<file path="src/rtl/fft_mult_sched_if.sv">
// Handshake and address bus of the 64-point FFT butterfly scheduler.
//   start, stall                 : controller -> scheduler
//   busy, done, stage            : scheduler status
//   rd_en, rd_addr_a/b, tw_addr  : butterfly issue (operand read + twiddle index)
//   wr_en, wr_addr_a/b           : delayed result write-back
interface fft_mult_sched_if;
    logic       start;
    logic       stall;
    logic       busy;
    logic       done;
    logic [2:0] stage;
    logic       rd_en;
    logic [5:0] rd_addr_a;
    logic [5:0] rd_addr_b;
    logic [4:0] tw_addr;
    logic       wr_en;
    logic [5:0] wr_addr_a;
    logic [5:0] wr_addr_b;

    // Scheduler side
    modport slave (
        input  start, stall,
        output busy, done, stage, rd_en, rd_addr_a, rd_addr_b, tw_addr,
               wr_en, wr_addr_a, wr_addr_b
    );

    // Controller / memory side
    modport master (
        output start, stall,
        input  busy, done, stage, rd_en, rd_addr_a, rd_addr_b, tw_addr,
               wr_en, wr_addr_a, wr_addr_b
    );
endinterface

</file>
<file path="src/rtl/fft_mult_sched.sv">
// Radix-2 64-point FFT butterfly scheduler: walks 6 stages x 32 butterflies,
// issues operand/twiddle addresses, and replays them PIPE_LAT cycles later as
// write-back strobes. Each stage drains the pipeline before the next starts.
// Ports:
//   clk      : clock
//   reset_n  : asynchronous active-low reset
//   bus      : fft_mult_sched_if.slave (start/stall in; status, read, write out)
module fft_mult_sched #(
    parameter int unsigned PIPE_LAT = 3
) (
    input  logic              clk,
    input  logic              reset_n,
    fft_mult_sched_if.slave   bus
);
    localparam int unsigned AW     = 6;
    localparam int unsigned TW     = 5;
    localparam int unsigned KW     = 5;
    localparam int unsigned SW     = 3;
    localparam int unsigned CW     = 4;
    localparam int unsigned NSTAGE = 6;

    typedef enum logic [1:0] {IDLE, ISSUE, DRAIN, DONE} state_t;

    state_t         r_state;
    logic [SW-1:0]  r_stage;
    logic [KW-1:0]  r_k;
    logic [CW-1:0]  r_drain;
    logic           r_busy;
    logic           r_done;
    logic [AW-1:0]  r_rd_a;
    logic [AW-1:0]  r_rd_b;
    logic [TW-1:0]  r_tw;

    logic [PIPE_LAT-1:0] r_pv;
    logic [AW-1:0]       r_pa [PIPE_LAT];
    logic [AW-1:0]       r_pb [PIPE_LAT];

    logic           w_fire;
    logic           w_ld;
    logic [SW-1:0]  w_ld_stage;
    logic [KW-1:0]  w_ld_k;
    logic [KW-1:0]  w_mask;
    logic [KW-1:0]  w_pos;
    logic [AW-1:0]  w_span;
    logic [AW-1:0]  w_a;
    logic [AW-1:0]  w_b;
    logic [TW-1:0]  w_tw;

    // Stall gates the issue in the same cycle, so the strobe is not registered.
    assign w_fire = (r_state == ISSUE) && !bus.stall;

    // Next butterfly (stage, k) whose addresses must be presented next cycle.
    always_comb begin
        w_ld       = 1'b0;
        w_ld_stage = r_stage;
        w_ld_k     = r_k;
        case (r_state)
            IDLE: begin
                if (bus.start) begin
                    w_ld       = 1'b1;
                    w_ld_stage = '0;
                    w_ld_k     = '0;
                end
            end
            ISSUE: begin
                if (w_fire && (r_k != KW'(31))) begin
                    w_ld   = 1'b1;
                    w_ld_k = r_k + KW'(1);
                end
            end
            DRAIN: begin
                if ((r_drain == CW'(1)) && (r_stage != SW'(NSTAGE - 1))) begin
                    w_ld       = 1'b1;
                    w_ld_stage = r_stage + SW'(1);
                    w_ld_k     = '0;
                end
            end
            default: ;
        endcase
    end

    // Address generation: group stride is 2*span, twiddle step is 32/span.
    always_comb begin
        w_mask = KW'((AW'(1) << w_ld_stage) - AW'(1));
        w_pos  = w_ld_k & w_mask;
        w_span = AW'(1) << w_ld_stage;
        w_a    = ((AW'(w_ld_k) >> w_ld_stage) << (w_ld_stage + SW'(1))) | AW'(w_pos);
        w_b    = w_a + w_span;
        w_tw   = TW'(w_pos << (SW'(5) - w_ld_stage));
    end

    // Control FSM with registered status and read addresses.
    always_ff @(posedge clk or negedge reset_n) begin
        if (!reset_n) begin
            r_state <= IDLE;
            r_stage <= '0;
            r_k     <= '0;
            r_drain <= '0;
            r_busy  <= 1'b0;
            r_done  <= 1'b0;
            r_rd_a  <= '0;
            r_rd_b  <= '0;
            r_tw    <= '0;
        end else begin
            r_done <= 1'b0;
            if (w_ld) begin
                r_stage <= w_ld_stage;
                r_k     <= w_ld_k;
                r_rd_a  <= w_a;
                r_rd_b  <= w_b;
                r_tw    <= w_tw;
            end
            case (r_state)
                IDLE: begin
                    if (bus.start) begin
                        r_state <= ISSUE;
                        r_busy  <= 1'b1;
                    end
                end
                ISSUE: begin
                    if (w_fire && (r_k == KW'(31))) begin
                        r_state <= DRAIN;
                        r_drain <= CW'(PIPE_LAT);
                    end
                end
                DRAIN: begin
                    if (r_drain == CW'(1)) begin
                        r_drain <= '0;
                        if (r_stage == SW'(NSTAGE - 1)) begin
                            r_state <= DONE;
                            r_done  <= 1'b1;
                        end else begin
                            r_state <= ISSUE;
                        end
                    end else begin
                        r_drain <= r_drain - CW'(1);
                    end
                end
                DONE: begin
                    r_state <= IDLE;
                    r_busy  <= 1'b0;
                end
                default: r_state <= IDLE;
            endcase
        end
    end

    // Write-back delay line; keeps shifting through stalls.
    always_ff @(posedge clk or negedge reset_n) begin
        if (!reset_n) begin
            r_pv <= '0;
            for (int i = 0; i < int'(PIPE_LAT); i++) begin
                r_pa[i] <= '0;
                r_pb[i] <= '0;
            end
        end else begin
            r_pv[0] <= w_fire;
            r_pa[0] <= r_rd_a;
            r_pb[0] <= r_rd_b;
            for (int i = 1; i < int'(PIPE_LAT); i++) begin
                r_pv[i] <= r_pv[i-1];
                r_pa[i] <= r_pa[i-1];
                r_pb[i] <= r_pb[i-1];
            end
        end
    end

    assign bus.busy      = r_busy;
    assign bus.done      = r_done;
    assign bus.stage     = r_stage;
    assign bus.rd_en     = w_fire;
    assign bus.rd_addr_a = r_rd_a;
    assign bus.rd_addr_b = r_rd_b;
    assign bus.tw_addr   = r_tw;
    assign bus.wr_en     = r_pv[PIPE_LAT-1];
    assign bus.wr_addr_a = r_pa[PIPE_LAT-1];
    assign bus.wr_addr_b = r_pb[PIPE_LAT-1];
endmodule

</file>
<file path="src/flat_wrapper.sv">
// flat-port wrapper written by rule: the top's interface ports become plain ports
module fft_mult_sched_flat 
#(
    parameter int unsigned PIPE_LAT = 3
)
  (clk, reset_n, bus_start, bus_stall, bus_busy, bus_done, bus_stage, bus_rd_en, bus_rd_addr_a, bus_rd_addr_b, bus_tw_addr, bus_wr_en, bus_wr_addr_a, bus_wr_addr_b);
  fft_mult_sched_if bus_i ();
  input  logic clk;
  input  logic reset_n;
  input wire logic [$bits(bus_i.start)-1:0] bus_start;
  input wire logic [$bits(bus_i.stall)-1:0] bus_stall;
  output wire logic [$bits(bus_i.busy)-1:0] bus_busy;
  output wire logic [$bits(bus_i.done)-1:0] bus_done;
  output wire logic [$bits(bus_i.stage)-1:0] bus_stage;
  output wire logic [$bits(bus_i.rd_en)-1:0] bus_rd_en;
  output wire logic [$bits(bus_i.rd_addr_a)-1:0] bus_rd_addr_a;
  output wire logic [$bits(bus_i.rd_addr_b)-1:0] bus_rd_addr_b;
  output wire logic [$bits(bus_i.tw_addr)-1:0] bus_tw_addr;
  output wire logic [$bits(bus_i.wr_en)-1:0] bus_wr_en;
  output wire logic [$bits(bus_i.wr_addr_a)-1:0] bus_wr_addr_a;
  output wire logic [$bits(bus_i.wr_addr_b)-1:0] bus_wr_addr_b;
  assign bus_i.start = bus_start;
  assign bus_i.stall = bus_stall;
  assign bus_busy = bus_i.busy;
  assign bus_done = bus_i.done;
  assign bus_stage = bus_i.stage;
  assign bus_rd_en = bus_i.rd_en;
  assign bus_rd_addr_a = bus_i.rd_addr_a;
  assign bus_rd_addr_b = bus_i.rd_addr_b;
  assign bus_tw_addr = bus_i.tw_addr;
  assign bus_wr_en = bus_i.wr_en;
  assign bus_wr_addr_a = bus_i.wr_addr_a;
  assign bus_wr_addr_b = bus_i.wr_addr_b;
  fft_mult_sched #(.PIPE_LAT(PIPE_LAT)) u_core (.clk(clk), .reset_n(reset_n), .bus(bus_i));
endmodule
</file>
<file path="config.mk">
export PLATFORM = sky130hd
export DESIGN_NAME = fft_mult_sched_flat
export DESIGN_NICKNAME = d
export VERILOG_FILES = /design/src/rtl/fft_mult_sched_if.sv /design/src/rtl/fft_mult_sched.sv /design/src/flat_wrapper.sv
export SDC_FILE = /design/constraint.sdc
export NUM_CORES = 1
export LEC_CHECK = 0
export BUFFER_PORTS_ARGS = -buffer_cell sky130_fd_sc_hd__buf_2
export CORE_MARGIN = 2
export CORE_UTILIZATION = 52
export DETAILED_ROUTE_END_ITERATION = 7
export PLACE_DENSITY = 0.73
export SKIP_CTS_REPAIR_TIMING = 1
export SLEW_MARGIN = 20
export SYNTH_ARGS = -nofsm -noshare
export SYNTH_HDL_FRONTEND = slang
export SYNTH_SLANG_ARGS = --single-unit
</file>
<file path="constraint.sdc">
create_clock -name clk -period 4.3 [get_ports clk]
set_input_delay 0.86 -clock clk [delete_from_list [all_inputs] [get_ports clk]]
set_output_delay 0.86 -clock clk [all_outputs]
set_load 0.1 [all_outputs]
</file>
Yosys cells after proc, flatten, opt, wreduce, memory -nomap -nowiden --
Cells that the tools add are included. Widths: inputs -> output; s select.
Storage, ports and cells: latch bits 0, memory bits (writable) 0, bits of input ports 4, memory bits (read-only) 0, bits in registers 72, logic and storage cells 75, memories kept 0
Operators by class: multiplexer cells 24, equality and inequality tests 11, $lt $le $gt $ge 0, divide/modulo/power cells 0, $mul 0, reductions and logical operators 11, bitwise operators 2, shift operators 4, add/subtract/negate cells 7
Operators by type and width (count):
- $mux 5 | 3
- $pmux 5 s3 | 1
- $mux 2 | 4
- $mux 4 | 2
- $pmux 2 s4 | 1
- $pmux 4 s2 | 1
- $mux 1 | 7
- $add 3x1->3 const B | 2
- $add 6x6->6 | 1
- $mux 3 | 2
- $or 6x5->6 | 1
- $pmux 3 s2 | 1
- $shl 1x3->6 const A | 1
- $shl 6x3->6 | 1
- $shr 5x3->6 | 1
- $add 5x1->5 const B | 1
- $and 5x5->5 | 1
- $eq 5x5->1 const B | 1
- $ne 5x5->1 const B | 1
- $shl 5x3->5 | 1
- $sub 5x2->5 const B | 1
- $eq 2x2->1 const B | 2
- $eq 4x1->1 const B | 1
- $logic_and 1x1->1 | 4
- other kinds (14) | 17

Depth between registers and ports, before layout --
depth after elaboration 9, mapped depth 21

Least setup slack after synthesis --
Ideal clock, no wire load.
path type register to register, from register u_core.r_stage[1] (netlist: u_core.bus.stage[1]), to register u_core.r_rd_b[5] (netlist: u_core.bus.rd_addr_b[5]), setup time 130 ps, cell stages (with the launch flop) 21, data arrival time 4478 ps, slack -309 ps, path through dfrtp_1 > inv_1 > ha_1 > and2_1 > or4_4 > nand3_4 > inv_2 > buf_2 > ha_1 > nand2_1 > ha_1 > nor2b_1 > nor3_1 > a31o_2 > or3_1 > ha_1 > a21oi_1 > o21ai_0 > xnor2_1 > xnor2_1 > o21ai_1
On the way: word-level cells in the longest chain between the ends 9, elaborated cells on any way between the ends 18, those cells by class 4 x add/sub; 1 x eq/ne; 3 x shift; 7 x mux; 2 x bitwise; 1 x reduce/logical
RTL lines:
- from (decl) | RTL line fft_mult_sched.sv:25 | logic [SW-1:0] r_stage;
- from (signal assigned) | RTL line fft_mult_sched.sv:107 | r_stage <= w_ld_stage;
- branches (longest 7 deep; another with $sub 5x2->5)
- $or 6x5->6 (*) | RTL line fft_mult_sched.sv:87 | w_a = ((AW'(w_ld_k) >> w_ld_stage) << (w_ld_stage + SW'(1))) | AW'(w_pos);
- net u_core.w_a[4] | RTL line fft_mult_sched.sv:45 | logic [AW-1:0] w_a;
- $add 6x6->6 (*) | RTL line fft_mult_sched.sv:88 | w_b = w_a + w_span;
- to (signal assigned) | RTL line fft_mult_sched.sv:110 | r_rd_b <= w_b;
- to (decl) | RTL line fft_mult_sched.sv:31 | logic [AW-1:0] r_rd_b;
Mark *: on every way through the listed nets, which the timed path passes. A chain may end at the register's enable or synchronous reset.

Worst setup path in the final report --
from register u_core.r_drain[1], to register u_core.r_rd_b[5] (netlist: u_core.bus.rd_addr_b[5])
On the way: word-level cells in the longest chain between the ends 9, elaborated cells on any way between the ends 16, those cells by class 3 x add/sub; 1 x eq/ne; 3 x shift; 6 x mux; 2 x bitwise; 1 x reduce/logical
RTL lines:
- from (decl) | RTL line fft_mult_sched.sv:27 | logic [CW-1:0] r_drain;
- from (signal assigned) | RTL line fft_mult_sched.sv:123 | r_drain <= CW'(PIPE_LAT);
- from (signal assigned) | RTL line fft_mult_sched.sv:136 | r_drain <= r_drain - CW'(1);
- $eq 4x1->1 (*) | RTL line fft_mult_sched.sv:72 | if ((r_drain == CW'(1)) && (r_stage != SW'(NSTAGE - 1))) begin
- $logic_and 1x1->1 (*) | RTL line fft_mult_sched.sv:72
- $mux 3 | RTL line fft_mult_sched.sv:72
- $pmux 3 s2 | RTL line fft_mult_sched.sv:57 | case (r_state)
- $shl 1x3->6 | RTL line fft_mult_sched.sv:84 | w_mask = KW'((AW'(1) << w_ld_stage) - AW'(1));
- $sub 5x2->5 | RTL line fft_mult_sched.sv:84
- $and 5x5->5 | RTL line fft_mult_sched.sv:85 | w_pos = w_ld_k & w_mask;
- $or 6x5->6 (*) | RTL line fft_mult_sched.sv:87
- net u_core.w_a[2] | RTL line fft_mult_sched.sv:45
- $add 6x6->6 (*) | RTL line fft_mult_sched.sv:88
The timed path passes the listed nets; every way through them passes the cells marked *.

==> flow_results.xml <==
<?xml version="1.0" encoding="UTF-8"?>
<metrics>
  <group name="floorplanning">
    <metric name="starting_utilization_of_the_core_area" unit="">0.540</metric>
    <metric name="ios" unit="">40</metric>
    <metric name="design.die.area" unit="um^2">7270</metric>
    <metric name="std_cell_rows" unit="">29</metric>
    <metric name="die_h" unit="um">85.2</metric>
    <metric name="die_x" unit="um">85.2</metric>
    <metric name="fp.coreArea" unit="um^2">6350</metric>
  </group>
  <group name="worst_setup_path">
    <metric name="cell_with_the_largest_stage_delay_on_the_worst_path" unit="">or4_4</metric>
    <metric name="crit_path_end_kind" unit="">register</metric>
    <metric name="max_fo_critical_path" unit="">13</metric>
    <metric name="crit_path_max_incr_delay" unit="ns">0.55</metric>
    <metric name="buffers_and_inverters_on_the_worst_path" unit="">4</metric>
    <metric name="timing.critical_path.max_delay_family" unit="">simple AND/OR/NAND/NOR gates</metric>
    <metric name="worst_ep_required_time" unit="ns">4.52</metric>
    <metric name="worstSetupPathType" unit="">register to register</metric>
    <metric name="startpoint_kind_of_the_worst_setup_timing_path" unit="">register</metric>
    <metric name="worst-endpoint-arrival" unit="ns">4.35</metric>
    <metric name="worstPathCellList" unit="">inv_1 &gt; ha_1 &gt; or3b_4 &gt; or4_4 &gt; nand3_4 &gt; buf_4 &gt; ha_1 &gt; inv_1 &gt; buf_4 &gt; xnor2_1 &gt; a21oi_1 &gt; o22ai_1 &gt; ha_1 &gt; a21oi_1 &gt; o21ai_1 &gt; xnor2_1 &gt; xnor2_1 &gt; o21ai_1</metric>
  </group>
  <group name="clock_tree">
    <metric name="cts.reportedPaths.clkPinSlew" unit="ns">0.08</metric>
    <metric name="insertion_delay" unit="ns">0.35</metric>
    <metric name="cell_chosen_for_the_clock_root" unit="">clkbuf_8</metric>
    <metric name="cts_inserted_buffers" unit="">9</metric>
    <metric name="ctsHtreeMaxLevel" unit="">3</metric>
    <metric name="clock-sinks" unit="">72</metric>
    <metric name="tritoncts" unit="">done</metric>
    <metric name="cts-root-to-sink-buffers" unit="">2</metric>
  </group>
  <group name="finish">
    <metric name="post_layout_nonfiller_instances" unit="">447</metric>
    <metric name="syn_to_final_growth" unit="%">15.1</metric>
    <metric name="drive_gt1_frac" unit="">0.289</metric>
    <metric name="final_net_count" unit="">387</metric>
    <metric name="antenna_cells_inserted" unit="">0</metric>
  </group>
  <group name="synth">
    <metric name="async_flop_share" unit="">1.00</metric>
    <metric name="synth-warning-count" unit="">0</metric>
    <metric name="synthesis.area_per_instance" unit="um^2">10.8</metric>
    <metric name="synth_register_bits" unit="">72</metric>
    <metric name="yosys.cell_types.count" unit="">61</metric>
    <metric name="synth_ff_type" unit="">dfrtp_1</metric>
    <metric name="synthTopCellsByArea" unit="">dfrtp_1 52%, ha_1 6.2%, nand2_1 3.2%, a21oi_1 2.9%, buf_4 2.8%</metric>
    <metric name="synth.most_common_cell" unit="">dfrtp_1</metric>
    <metric name="synth_enable_flop_cells" unit="">0</metric>
    <metric name="synth_top_cells_by_count" unit="">72 x dfrtp_1, 29 x nand2_1, 20 x a21oi_1</metric>
    <metric name="yosys.area.top_type_share" unit="">0.525</metric>
    <metric name="synth_nets" unit="">341</metric>
    <metric name="synthesis.instances" unit="">319</metric>
    <metric name="synth.yosys.seq_area_share" unit="">0.525</metric>
    <metric name="netlist_area" unit="um^2">3430</metric>
    <metric name="yosys.area.top_type" unit="">dfrtp_1</metric>
  </group>
  <group name="route">
    <metric name="drt_pre_antenna_iters" unit="">4</metric>
    <metric name="route.detailed.vias_per_inst" unit="">5.52</metric>
    <metric name="routed_wl" unit="mm">6.82</metric>
    <metric name="detailroute.via_count" unit="">2469</metric>
    <metric name="drtAntennaViolNets" unit="">0</metric>
    <metric name="drt_iter0_markers" unit="">136</metric>
    <metric name="post-route-drc-count" unit="">0</metric>
    <metric name="routedWlPerCell" unit="um">15.2</metric>
  </group>
  <group name="timing">
    <metric name="unrepaired_setup_endpoints_after_global_routing" unit="">false</metric>
    <metric name="post-route-period-util" unit="">0.960</metric>
    <metric name="finalSetupViolations" unit="">0</metric>
    <metric name="timing.fmax" unit="MHz">242</metric>
    <metric name="timing_worst_slew_pin_value" unit="ns">0.796</metric>
    <metric name="count_of_endpoints_failing_hold_in_the_final_timing_report" unit="">0</metric>
    <metric name="slew_viol_final" unit="">0</metric>
    <metric name="final.setup_skew" unit="ns">0.0114</metric>
    <metric name="maxSlewHeadroom" unit="">0.470</metric>
    <metric name="min_period" unit="ns">4.13</metric>
    <metric name="finalSetupTns" unit="ns">0</metric>
  </group>
  <group name="grt">
    <metric name="grt_antenna_before_repair" unit="">0</metric>
    <metric name="first_pass_grt_wire_length" unit="mm">11.5</metric>
    <metric name="grt_pass1_vias" unit="">2376</metric>
    <metric name="grt_start_max_net_pins" unit="">39</metric>
    <metric name="grtUsageTotal" unit="">0.203</metric>
    <metric name="globalRoute.totalOverflow" unit="">0</metric>
  </group>
  <group name="min_path">
    <metric name="holdCritPathClass" unit="">register to register</metric>
  </group>
  <group name="placement">
    <metric name="dp.cells" unit="">431</metric>
    <metric name="globalplace.congestion" unit="">0.893</metric>
    <metric name="detailed_placement_wirelength_estimate" unit="mm">4.96</metric>
    <metric name="io_buffers" unit="">39</metric>
  </group>
  <group name="flow_run">
    <metric name="max-cap-violations" unit="">0</metric>
  </group>
  <group name="status">
    <metric name="outcome" unit="">finished, final reports clean</metric>
  </group>
</metrics>
-- final timing paths --
kind / slack [ns] / start / to / cells past startpoint
worst max-delay path: 0.17 / u_core.r_drain[1] / u_core.bus.rd_addr_b[5] / 18
max in group asynchronous: 2.75 / reset_n / u_core.bus.rd_addr_a[4] / 2
worst min-delay path: 0.34 / u_core.r_pb[12] / u_core.r_pb[6] / 0
min in group asynchronous: 0.59 / reset_n / u_core.bus.tw_addr[2] / 1
worst max register to register: 0.17 / u_core.r_drain[1] / u_core.bus.rd_addr_b[5] / 18
worst min register to register: 0.34 / u_core.r_pb[12] / u_core.r_pb[6] / 0
-- worst reg2reg max path, stage by stage (launching register included) --
cell	delay [ns]
dfrtp_1	0.39
inv_1	0.10
ha_1	0.17
or3b_4	0.43
or4_4	0.55
nand3_4	0.12
buf_4	0.21
ha_1	0.29
inv_1	0.11
buf_4	0.15
xnor2_1	0.11
a21oi_1	0.09
o22ai_1	0.23
ha_1	0.32
a21oi_1	0.22
o21ai_1	0.12
xnor2_1	0.17
xnor2_1	0.13
o21ai_1	0.08
-- cells by family (layout without fill, tap and decap cells) --
| group | Yosys count | in the layout | synth area share |
|---|---|---|---|
| simple gates | 96 | 96 | 0.152 |
| flops | 72 | 72 | 0.525 |
| compound gates | 71 | 71 | 0.139 |
| buf+inv | 45 | 96 | 0.0678 |
| fa+ha+maj | 18 | 18 | 0.0678 |
| xor+xnor | 10 | 10 | 0.0255 |
| mux | 7 | 7 | 0.0230 |
-- cell usage in the layout, fill, tap and decap left out, drive strengths merged, types with 13 or more instances in the layout --
cell type / netlist / final
a21oi: 20 / 20
ha: 17 / 17
inv: 21 / 25
buf: 20 / 59
dfrtp: 72 / 72
nor2: 18 / 18
o21ai: 13 / 13
nand2: 29 / 29
-- metal layers --
metal / up-vias / share of wire / global-route usage
met3: 13 / 0.049 / 0.0467
met4: 0 / 0.021 / 0.0967
met2: 68 / 0.47 / 0.310
met1: 1185 / 0.46 / 0.274
li1: 1203 / - / -
met5: - / 0 / 0
-- sequential cells by signal (all words and copies together) (netlist names) --
name and cells:
u_core.bus.busy 1, u_core.bus.done 1, u_core.bus.rd_addr_a 6, u_core.bus.rd_addr_b 6, u_core.bus.stage 3, u_core.bus.tw_addr 5, u_core.bus.wr_addr_a 6, u_core.bus.wr_addr_b 6
u_core.r_drain 4, u_core.r_k 5, u_core.r_pa 12, u_core.r_pb 12, u_core.r_pv 3, u_core.r_state 2
-- per-stage QoR --
step | instance area [um^2] | utilization | hold WS, ns | worst slack [ns]
6_report | 3950 | 0.622 | 0.340 | 0.170
5_1_grt | 3950 | 0.622 | 0.352 | 0.00386
4_1_cts | 3910 | 0.616 | 0.347 | 0.00234
3_5_place_dp | 3720 | 0.587 | 0.335 | 0.0440
3_3_place_gp | 3720 | 0.587 | 0.332 | 0.122
2_1_floorplan | 3440 | - | 0.331 | 0.0187
-- layout make-up --
class | count | area, um^2
clock buffer | 9 | 124
clock inverter | 7 | 60.1
fill | 523 | 2400
inverter | 21 | 78.8
multi-input combinational | 202 | 1440
sequential | 72 | 1810
tap | 77 | 96.3
timing repair buffer | 59 | 345
Power is left out: the tool's default activity adds up to more than one toggle a clock period on the data nets, which glitch-free logic cannot reach.
